$ cat src/rtl/rf_snap_pkg.sv
// rf_snap_pkg: shared FSM state type and constants for the register-file snapshot streamer.
package rf_snap_pkg;
    typedef enum logic [1:0] {IDLE, SEND, SUM} state_e;
    localparam int         NUM_REGS     = 32;
    localparam logic [5:0] SUM_INDEX    = 6'd32;
    localparam logic [7:0] DROP_CNT_MAX = 8'd255;
endpackage

$ cat src/rtl/rf_snap_bank.sv
// rf_snap_bank: capture bank holding one frozen copy of the register file.
// Ports: clk, reset (async active-low), load_i (capture strobe), wr_data_i (live registers),
//        rd_idx_i (read select), rd_data_o (selected word), sum_o (XOR of bank, RF_SNAP_CHECKSUM_EN only).
module rf_snap_bank #(
    parameter int DATA_W   = 32,
    parameter int NUM_REGS = 32
) (
    input  logic                             clk,
    input  logic                             reset,
    input  logic                             load_i,
    input  logic [NUM_REGS-1:0][DATA_W-1:0]  wr_data_i,
    input  logic [4:0]                       rd_idx_i,
    output logic [DATA_W-1:0]                rd_data_o
`ifdef RF_SNAP_CHECKSUM_EN
    ,
    output logic [DATA_W-1:0]                sum_o
`endif
);
    import rf_snap_pkg::*;

    logic [NUM_REGS-1:0][DATA_W-1:0] bank_q, bank_d;

    assign bank_d    = load_i ? wr_data_i : bank_q;
    assign rd_data_o = bank_q[rd_idx_i];

    always_ff @(posedge clk or negedge reset) begin
        if (!reset) bank_q <= '0;
        else        bank_q <= bank_d;
    end

`ifdef RF_SNAP_CHECKSUM_EN
    always_comb begin
        sum_o = '0;
        for (int i = 0; i < NUM_REGS; i++) sum_o = sum_o ^ bank_q[i];
    end
`endif
endmodule

$ cat src/rtl/rf_snapshot_streamer.sv
// rf_snapshot_streamer: atomically captures the 32 CPU registers on snap_req and streams them out over valid/ready.
// Ports: clk, reset (async active-low), RF_data0..RF_data31 (live registers), snap_req (capture request),
//        snap_busy, out_valid/out_ready/out_index/out_data/out_last (registered stream), snap_drop_cnt (saturating).
// Option: define RF_SNAP_CHECKSUM_EN to append a 33rd beat (index 32) carrying the XOR of all captured words.
module rf_snapshot_streamer #(
    parameter int DATA_W   = 32,
    parameter int NUM_REGS = 32
) (
    input  logic              clk,
    input  logic              reset,
    input  logic [DATA_W-1:0] RF_data0,
    input  logic [DATA_W-1:0] RF_data1,
    input  logic [DATA_W-1:0] RF_data2,
    input  logic [DATA_W-1:0] RF_data3,
    input  logic [DATA_W-1:0] RF_data4,
    input  logic [DATA_W-1:0] RF_data5,
    input  logic [DATA_W-1:0] RF_data6,
    input  logic [DATA_W-1:0] RF_data7,
    input  logic [DATA_W-1:0] RF_data8,
    input  logic [DATA_W-1:0] RF_data9,
    input  logic [DATA_W-1:0] RF_data10,
    input  logic [DATA_W-1:0] RF_data11,
    input  logic [DATA_W-1:0] RF_data12,
    input  logic [DATA_W-1:0] RF_data13,
    input  logic [DATA_W-1:0] RF_data14,
    input  logic [DATA_W-1:0] RF_data15,
    input  logic [DATA_W-1:0] RF_data16,
    input  logic [DATA_W-1:0] RF_data17,
    input  logic [DATA_W-1:0] RF_data18,
    input  logic [DATA_W-1:0] RF_data19,
    input  logic [DATA_W-1:0] RF_data20,
    input  logic [DATA_W-1:0] RF_data21,
    input  logic [DATA_W-1:0] RF_data22,
    input  logic [DATA_W-1:0] RF_data23,
    input  logic [DATA_W-1:0] RF_data24,
    input  logic [DATA_W-1:0] RF_data25,
    input  logic [DATA_W-1:0] RF_data26,
    input  logic [DATA_W-1:0] RF_data27,
    input  logic [DATA_W-1:0] RF_data28,
    input  logic [DATA_W-1:0] RF_data29,
    input  logic [DATA_W-1:0] RF_data30,
    input  logic [DATA_W-1:0] RF_data31,
    input  logic              snap_req,
    output logic              snap_busy,
    output logic              out_valid,
    input  logic              out_ready,
    output logic [5:0]        out_index,
    output logic [DATA_W-1:0] out_data,
    output logic              out_last,
    output logic [7:0]        snap_drop_cnt
);
    import rf_snap_pkg::*;

    localparam logic [4:0] LAST_IDX = 5'(NUM_REGS - 1);

    state_e              state_q, state_d;
    logic [4:0]          idx_q, idx_d;
    logic                valid_q, valid_d;
    logic [5:0]          index_q, index_d;
    logic [DATA_W-1:0]   data_q, data_d;
    logic                last_q, last_d;
    logic [7:0]          drop_q, drop_d;
    logic                load;
    logic                xfer;
    logic [4:0]          idx_nxt;
    logic [DATA_W-1:0]   rd_data;
    logic [NUM_REGS-1:0][DATA_W-1:0] rf_live;
`ifdef RF_SNAP_CHECKSUM_EN
    logic [DATA_W-1:0]   sum;
`endif

    assign rf_live = {RF_data31, RF_data30, RF_data29, RF_data28, RF_data27, RF_data26, RF_data25, RF_data24,
                      RF_data23, RF_data22, RF_data21, RF_data20, RF_data19, RF_data18, RF_data17, RF_data16,
                      RF_data15, RF_data14, RF_data13, RF_data12, RF_data11, RF_data10, RF_data9,  RF_data8,
                      RF_data7,  RF_data6,  RF_data5,  RF_data4,  RF_data3,  RF_data2,  RF_data1,  RF_data0};

    // The bank is read one index ahead so the next beat can be registered on the transfer edge.
    assign idx_nxt = idx_q + 5'd1;
    assign xfer    = valid_q & out_ready;

    rf_snap_bank #(.DATA_W(DATA_W), .NUM_REGS(NUM_REGS)) u_bank (
        .clk       (clk),
        .reset     (reset),
        .load_i    (load),
        .wr_data_i (rf_live),
        .rd_idx_i  (idx_nxt),
        .rd_data_o (rd_data)
`ifdef RF_SNAP_CHECKSUM_EN
        ,
        .sum_o     (sum)
`endif
    );

    always_comb begin
        state_d = state_q;
        idx_d   = idx_q;
        valid_d = valid_q;
        index_d = index_q;
        data_d  = data_q;
        last_d  = last_q;
        load    = 1'b0;
        drop_d  = (snap_req && state_q != IDLE && drop_q != DROP_CNT_MAX) ? drop_q + 8'd1 : drop_q;
        case (state_q)
            IDLE: if (snap_req) begin
                // Beat 0 comes straight from the live bus: the bank is loading it on this same edge.
                load    = 1'b1;
                state_d = SEND;
                idx_d   = '0;
                valid_d = 1'b1;
                index_d = '0;
                data_d  = RF_data0;
                last_d  = 1'b0;
            end
            SEND: if (xfer) begin
                if (idx_q == LAST_IDX) begin
`ifdef RF_SNAP_CHECKSUM_EN
                    state_d = SUM;
                    index_d = SUM_INDEX;
                    data_d  = sum;
                    last_d  = 1'b1;
`else
                    state_d = IDLE;
                    valid_d = 1'b0;
                    index_d = '0;
                    data_d  = '0;
                    last_d  = 1'b0;
`endif
                end else begin
                    idx_d   = idx_nxt;
                    index_d = {1'b0, idx_nxt};
                    data_d  = rd_data;
`ifdef RF_SNAP_CHECKSUM_EN
                    last_d  = 1'b0;
`else
                    last_d  = (idx_nxt == LAST_IDX);
`endif
                end
            end
`ifdef RF_SNAP_CHECKSUM_EN
            SUM: if (xfer) begin
                state_d = IDLE;
                valid_d = 1'b0;
                index_d = '0;
                data_d  = '0;
                last_d  = 1'b0;
            end
`endif
            default: state_d = IDLE;
        endcase
    end

    always_ff @(posedge clk or negedge reset) begin
        if (!reset) begin
            state_q <= IDLE;
            idx_q   <= '0;
            valid_q <= 1'b0;
            index_q <= '0;
            data_q  <= '0;
            last_q  <= 1'b0;
            drop_q  <= '0;
        end else begin
            state_q <= state_d;
            idx_q   <= idx_d;
            valid_q <= valid_d;
            index_q <= index_d;
            data_q  <= data_d;
            last_q  <= last_d;
            drop_q  <= drop_d;
        end
    end

    assign snap_busy     = (state_q != IDLE);
    assign out_valid     = valid_q;
    assign out_index     = index_q;
    assign out_data      = data_q;
    assign out_last      = last_q;
    assign snap_drop_cnt = drop_q;
endmodule

$ cat config.mk
export PLATFORM = sky130hd
export DESIGN_NAME = rf_snapshot_streamer
export DESIGN_NICKNAME = d
export VERILOG_FILES = /design/src/rtl/rf_snap_pkg.sv /design/src/rtl/rf_snap_bank.sv /design/src/rtl/rf_snapshot_streamer.sv
export SDC_FILE = /design/constraint.sdc
export NUM_CORES = 2
export LEC_CHECK = 0
export ABC_CLOCK_PERIOD_IN_PS = 3580
export CAP_MARGIN = 5
export CORE_AREA = 2 2 421 423
export CTS_CLUSTER_SIZE = 30
export DETAILED_ROUTE_END_ITERATION = 12
export DIE_AREA = 0 0 423 425
export PLACE_DENSITY = 0.48
export SETUP_SLACK_MARGIN = 0.2
export SLEW_MARGIN = 20
export SYNTH_ARGS = -nofsm -noshare
export SYNTH_HDL_FRONTEND = slang
export SYNTH_SLANG_ARGS = --single-unit
$ cat constraint.sdc
create_clock -name clk -period 3.58 [get_ports clk]
set_clock_uncertainty 0.1 [all_clocks]
set_input_delay 0.537 -clock clk [delete_from_list [all_inputs] [get_ports clk]]
set_output_delay 0.537 -clock clk [all_outputs]
set_load 0.05 [all_outputs]
; Yosys cells after proc, flatten, opt, wreduce, memory -nomap -nowiden
; Index checks and enable logic that the tools add are counted.
[word_totals]
latchBits = 0
out_inout_bits = 49
mem_bits_rw = 0
inputBits = 1028
word_cells = 88
regBits = 1079
mem_bits_ro = 0
mem_count = 0
[op_classes]
div = 0
magnitude_cmp = 1
n_reduce_logical = 9
n_shift = 0
multipliers = 0
addsub = 2
bitwise = 1
n_mux = 28
eq_ne = 8
[ops]
columns = operator, n
row1 = 32-bit binary-select mux with 5-bit select, 1
row2 = 32-bit 2-to-1 mux, 4
row3 = 32-bit one-hot mux with 2 select lines, 1
row4 = 5-bit 2-to-1 mux, 4
row5 = 6-bit 2-to-1 mux, 2
row6 = 6-bit one-hot mux with 2 select lines, 1
row7 = 5-bit equality test (second input constant), 2
row8 = 5-bit one-hot mux with 2 select lines, 1
row9 = 8-bit by 1-bit adder with 8-bit output (second input constant), 1
row10 = 1-bit 2-to-1 mux, 8
row11 = 2-bit != test (second input constant), 4
row12 = 8-bit != test (second input constant), 1
row13 = 4-bit AND reduction, 2
row14 = 5-bit by 6-bit less-than comparator with 1-bit output (second input constant), 1
row15 = 2-bit 2-to-1 mux, 3
row16 = 3-bit AND reduction, 2
row17 = 5-bit by 1-bit adder with 5-bit output (second input constant), 1
row18 = 1-bit one-hot mux with 2 select lines, 2
row19 = 2-bit one-hot mux with 2 select lines, 1
row20 = 2-bit nonzero test, 2
row21 = 2-bit by 1-bit equality test with 1-bit output (second input constant), 1
row22 = 1-bit logical AND, 2
row23 = 2-bit zero test, 1
row24 = 1-bit AND, 1

; Longest topological paths before layout
[logic_depth]
depth_word = 6
depth_mapped = 13

; Cells and area by module
; Synthesis repeated with hierarchy kept, for this count alone.
[hier_totals]
hier_cells = 3559
area_unflattened_um2 = 49034.5
[by_module_without_submodules]
columns = module, seq_area_each_um2, n_inst, cells_per_inst, area_per_inst_um2
row1 = rf_snap_bank, 25624.6, 1, 3320, 46603.4
row2 = rf_snapshot_streamer, 1301.2, 1, 239, 2431.1

; Worst setup path before layout
; OpenSTA, ideal clock, no wires.
[synth_timing]
kind = register to register
from = register idx_q[0]
to = register data_q[1] (netlist: out_data[1])
synth_period_minus_slack_ns = 3.064
stages_incl_launch_ff = 13
setup_time_ns = 0.142
required_ns = 3.338
t_arrival_ns = 2.821
setup_slack_ns = 0.516
path_cell_list = dfrtp_1 > clkbuf_1 > inv_1 > clkbuf_1 > clkbuf_1 > ha_1 > buf_2 > buf_2 > clkbuf_1 > mux4_2 > o21ai_0 > nor3b_1 > o221ai_1
[synth_between]
elab_chain_len = 6
word_cells_on_any_way = 7
cone_classes = add/sub: 1 / eq/ne: 1 / mux: 5
[synth_lines]
columns = item, line
row1 = from (decl), rf_snapshot_streamer.sv:57  ; logic [4:0] idx_q, idx_d;
row2 = from (signal assigned), rf_snapshot_streamer.sv:163  ; idx_q <= idx_d;
row3 = 5-bit by 1-bit adder with 5-bit output, rf_snapshot_streamer.sv:78  ; assign idx_nxt = idx_q + 5'd1;
row4 = 32-bit binary-select mux with 5-bit select, rf_snap_bank.sv:24  ; assign rd_data_o = bank_q[rd_idx_i];
row5 = 32-bit 2-to-1 mux (implied by the code), rf_snap_bank.sv:24
row6 = 32-bit 2-to-1 mux (*), rf_snapshot_streamer.sv:115  ; if (idx_q == LAST_IDX) begin
row7 = 32-bit 2-to-1 mux (*), rf_snapshot_streamer.sv:114  ; SEND: if (xfer) begin
row8 = 32-bit one-hot mux with 2 select lines (*), rf_snapshot_streamer.sv:103  ; case (state_q)
row9 = to (signal assigned), rf_snapshot_streamer.sv:166  ; data_q <= data_d;
row10 = to (decl), rf_snapshot_streamer.sv:60  ; logic [DATA_W-1:0] data_q, data_d;
; Mark *: on every way between the ends. The rest lies on a longest branch, timed or not. The select of a mux whose other input is x is not followed.
; A chain may end at the register's enable or synchronous reset.

; Worst setup path after layout
[layout_timing]
from = register idx_q[0]
to = register data_q[10] (netlist: out_data[10])
; Same word-level chain as after synthesis.

==> reports/results.txt <==
layout cell share with drive strength beyond 1 = 8.68%
initial antenna violation count = 69
Pre-antenna DRT Iters = 7
combinational power share = 38.6%
syn nets = 6522
Die Height = 425 um
Post-synth EDFFs = 0
Psw = 17.6 mW
Switching Share = 37.9%
worst-skew pair later-pin latency = 0.78 ns
synthesized instance count = 5490
critical path endpoint category = register
Main synth FF type = dfrtp_1
area growth from synthesis to layout = 38.2%
Max Slew Vio Count = 0
count of input and output buffers = 1075
post-synthesis sequential area ratio = 54.8%
P_leak = 32.8 nW
most numerous cell in the Yosys netlist = nand2_1
Clock Power Share = 28.1%
r2r setup slk = 0.22 ns
Synth Warn # = 0
die area = 0.180 mm2
DRT iter0 DRCs = 3941
largest net degree at the start of global routing = 152
gr ovfl total = 0
Core ar. = 0.175 mm2
cells on worst reg2reg path = 9
routed wire length = 246000 um
Hold Crit Class = input pin to register
DR WL/cell = 27.3 um
H-Tree Depth = 3
Critical Path Start Type = register
Yosys top cell area share = 54.8%
status = finished clean
worst r2r src = idx_q[0]
P per Cell Area = 682 mW/mm2
worst-margin pin slew = 1.19 ns
hold depth = 3
Post-synth ARST share = 100%
maximum capacitance violations = 0
Hold Vio Cnt, Final = 0
Avg Cell Area, Syn = 8.96 um2
cell internal pwr = 28.8 mW
gr usage total = 26.6%
clk buf depth = 3
WP data required = 4.08 ns
critical path class = register to register
post-route ant nets = 0
Critical Path AT = 3.86 ns
Final Cycle Share = 93.7%
largest area contributor in the netlist = dfrtp_1
Hold Path Sink = u_bank.bank_q[1007]
Nets = 7543
CP max FO = 34
dpl ws = -0.335 ns
Reg-to-Reg End = out_data[10]
Clock Tree Root = clkbuf_16
number of library cell types mapped by synthesis = 38
num rows = 154
Die W = 423 um
RSZ-0062 raised after global routing = yes
Clock transition at path regs = 0.07 ns
slew margin rel. = 20.4%
number of I/O pins = 1077
Final Setup Violations = 0
GPL Wtd Cong = 0.918
Reg power frac = 33.3%
total chip power = 46.4 mW
peak supply drop = 0.471 mV
clock sinks = 1076
Area contributors post-synth = dfrtp_1 (55%), nand2_1 (25%), mux4_2 (5.9%), mux2i_1 (5.2%), clkbuf_1 (2.4%)
synthesized area = 0.0492 mm2
clock tree from TritonCTS = done
most frequent cells after synthesis = nand2_1 (3241), dfrtp_1 (1076), clkbuf_1 (309)
Synth Register Bits = 1076
first-pass GRT wire length = 340000 um
vias in the first global route = 44600
Final min period = 3.36 ns
min-delay src = RF_data31[15]
Fmax = 298 MHz
vias per inst = 4.85
Num CTS Buffers = 121
number of remaining DRC errors = 0
detailed-route via count = 43600
initial core utilization = 28.0%
setup ws final = 0.225 ns
Final HPWL DP = 187000 um
[per-layer routing]
layer / vias up / global-route usage [%] / routed length (um)
li1: 19800 / - / -
met2: 1487 / 43.1 / 118000
met4: 20 / 13.6 / 12500
met5: - / 0 / 110
met3: 358 / 4.71 / 13300
met1: 22000 / 34.1 / 102000
[worst max-delay path by stage]
stage	startpoint	to	slack, ns
after floorplan	idx_q[0]	out_data[1]	0.52
after global placement	idx_q[0]	out_data[8]	-0.35
after detailed placement	idx_q[0]	out_data[6]	-0.34
after CTS	idx_q[0]	out_data[6]	0.10
after global routing	idx_q[0]	out_data[2]	0.17
final	idx_q[0]	out_data[10]	0.22
[state kept, by name, summed over array words and instances (netlist names)]
signal / cells
idx_q: 5
out_last: 1
u_bank.bank_q: 1024
out_index: 5
out_valid: 1
snap_drop_cnt: 8
out_data: 32
[stage by stage]
step	cell area, um2	util [%]	cells	hold slack (ns)	TNS, ns
CTS	67700	38.6	8945	0.118	0
global placement	63300	36.1	8717	0.353	-2.75
global route	68000	38.8	8990	0.156	0
detailed placement	63400	36.1	8718	0.358	-3.93
finish	68000	38.8	8993	0.194	0
floorplan	49200	-	5490	0.141	0
[cell families (layout without fill, tap and decap cells)]
group,after synthesis,after routing,share of synthesized area [%]
AND/OR/NAND/NOR,3332,3334,25.8
adder cells (fa/ha/maj),4,4,0.102
buffers and inverters,371,1490,3.30
flip-flops,1076,1076,54.8
AO/OA/AOI/OAI,309,309,4.76
other,1,43,0.00763
multiplexers,386,386,11.1
XOR/XNOR,11,11,0.196
[power by group through the flow]
stage	sequential [mW]	combinational (mW)	clock (mW)
final	15.4	17.9	13.0
after CTS	15.4	17.8	13.3
after global routing	15.6	18.9	13.8
after floorplan	15.6	8.22	0
after detailed placement	15.6	17.4	0
after global placement	15.6	17.3	0
[worst max-delay path, cell delays in order (launching register included)]
cell,delay [ns]
dfrtp_4,0.46
inv_2,0.06
ha_4,0.47
buf_12,0.30
buf_12,0.30
mux2i_1,0.30
a221oi_2,0.15
o21ai_1,0.28
nor3b_1,0.52
o221ai_1,0.18
[placed cells by master, fill, tap and decap left out, types with 25 or more instances in the layout]
master / n
clkdlybuf4s50_1: 1072
a221oi_1: 77
clkbuf_8: 28
a311oi_1: 30
a32o_1: 32
buf_4: 132
clkbuf_16: 126
mux2i_1: 256
nand2_1: 3241
dfrtp_1: 1073
o221ai_1: 32
mux4_2: 128
o21ai_0: 88
nor2_1: 35
buf_12: 48
clkbuf_1: 25
diode_2: 42
[final cells by class]
class	instances	area [um2]
fill	17800	107000
tap	2340	2930
sequential	1076	26900
clock buffer	178	3610
antenna	42	105
clock inverter	45	494
inverter	3	11.3
timing repair buffer	1264	12900
multi-input combinational	4045	21000
[what timing repair did]
action | CTS | global route
gates cloned | 3 | 2
setup endpoints to repair | 31 | 20
resized for setup | 40 | 21
endpoints found under the hold margin | 40 | 0
hold buffers | 1 | 0
pin swaps | 2 | 2
setup buffers | 0 | 4
(Power assumes the default switching activity.)
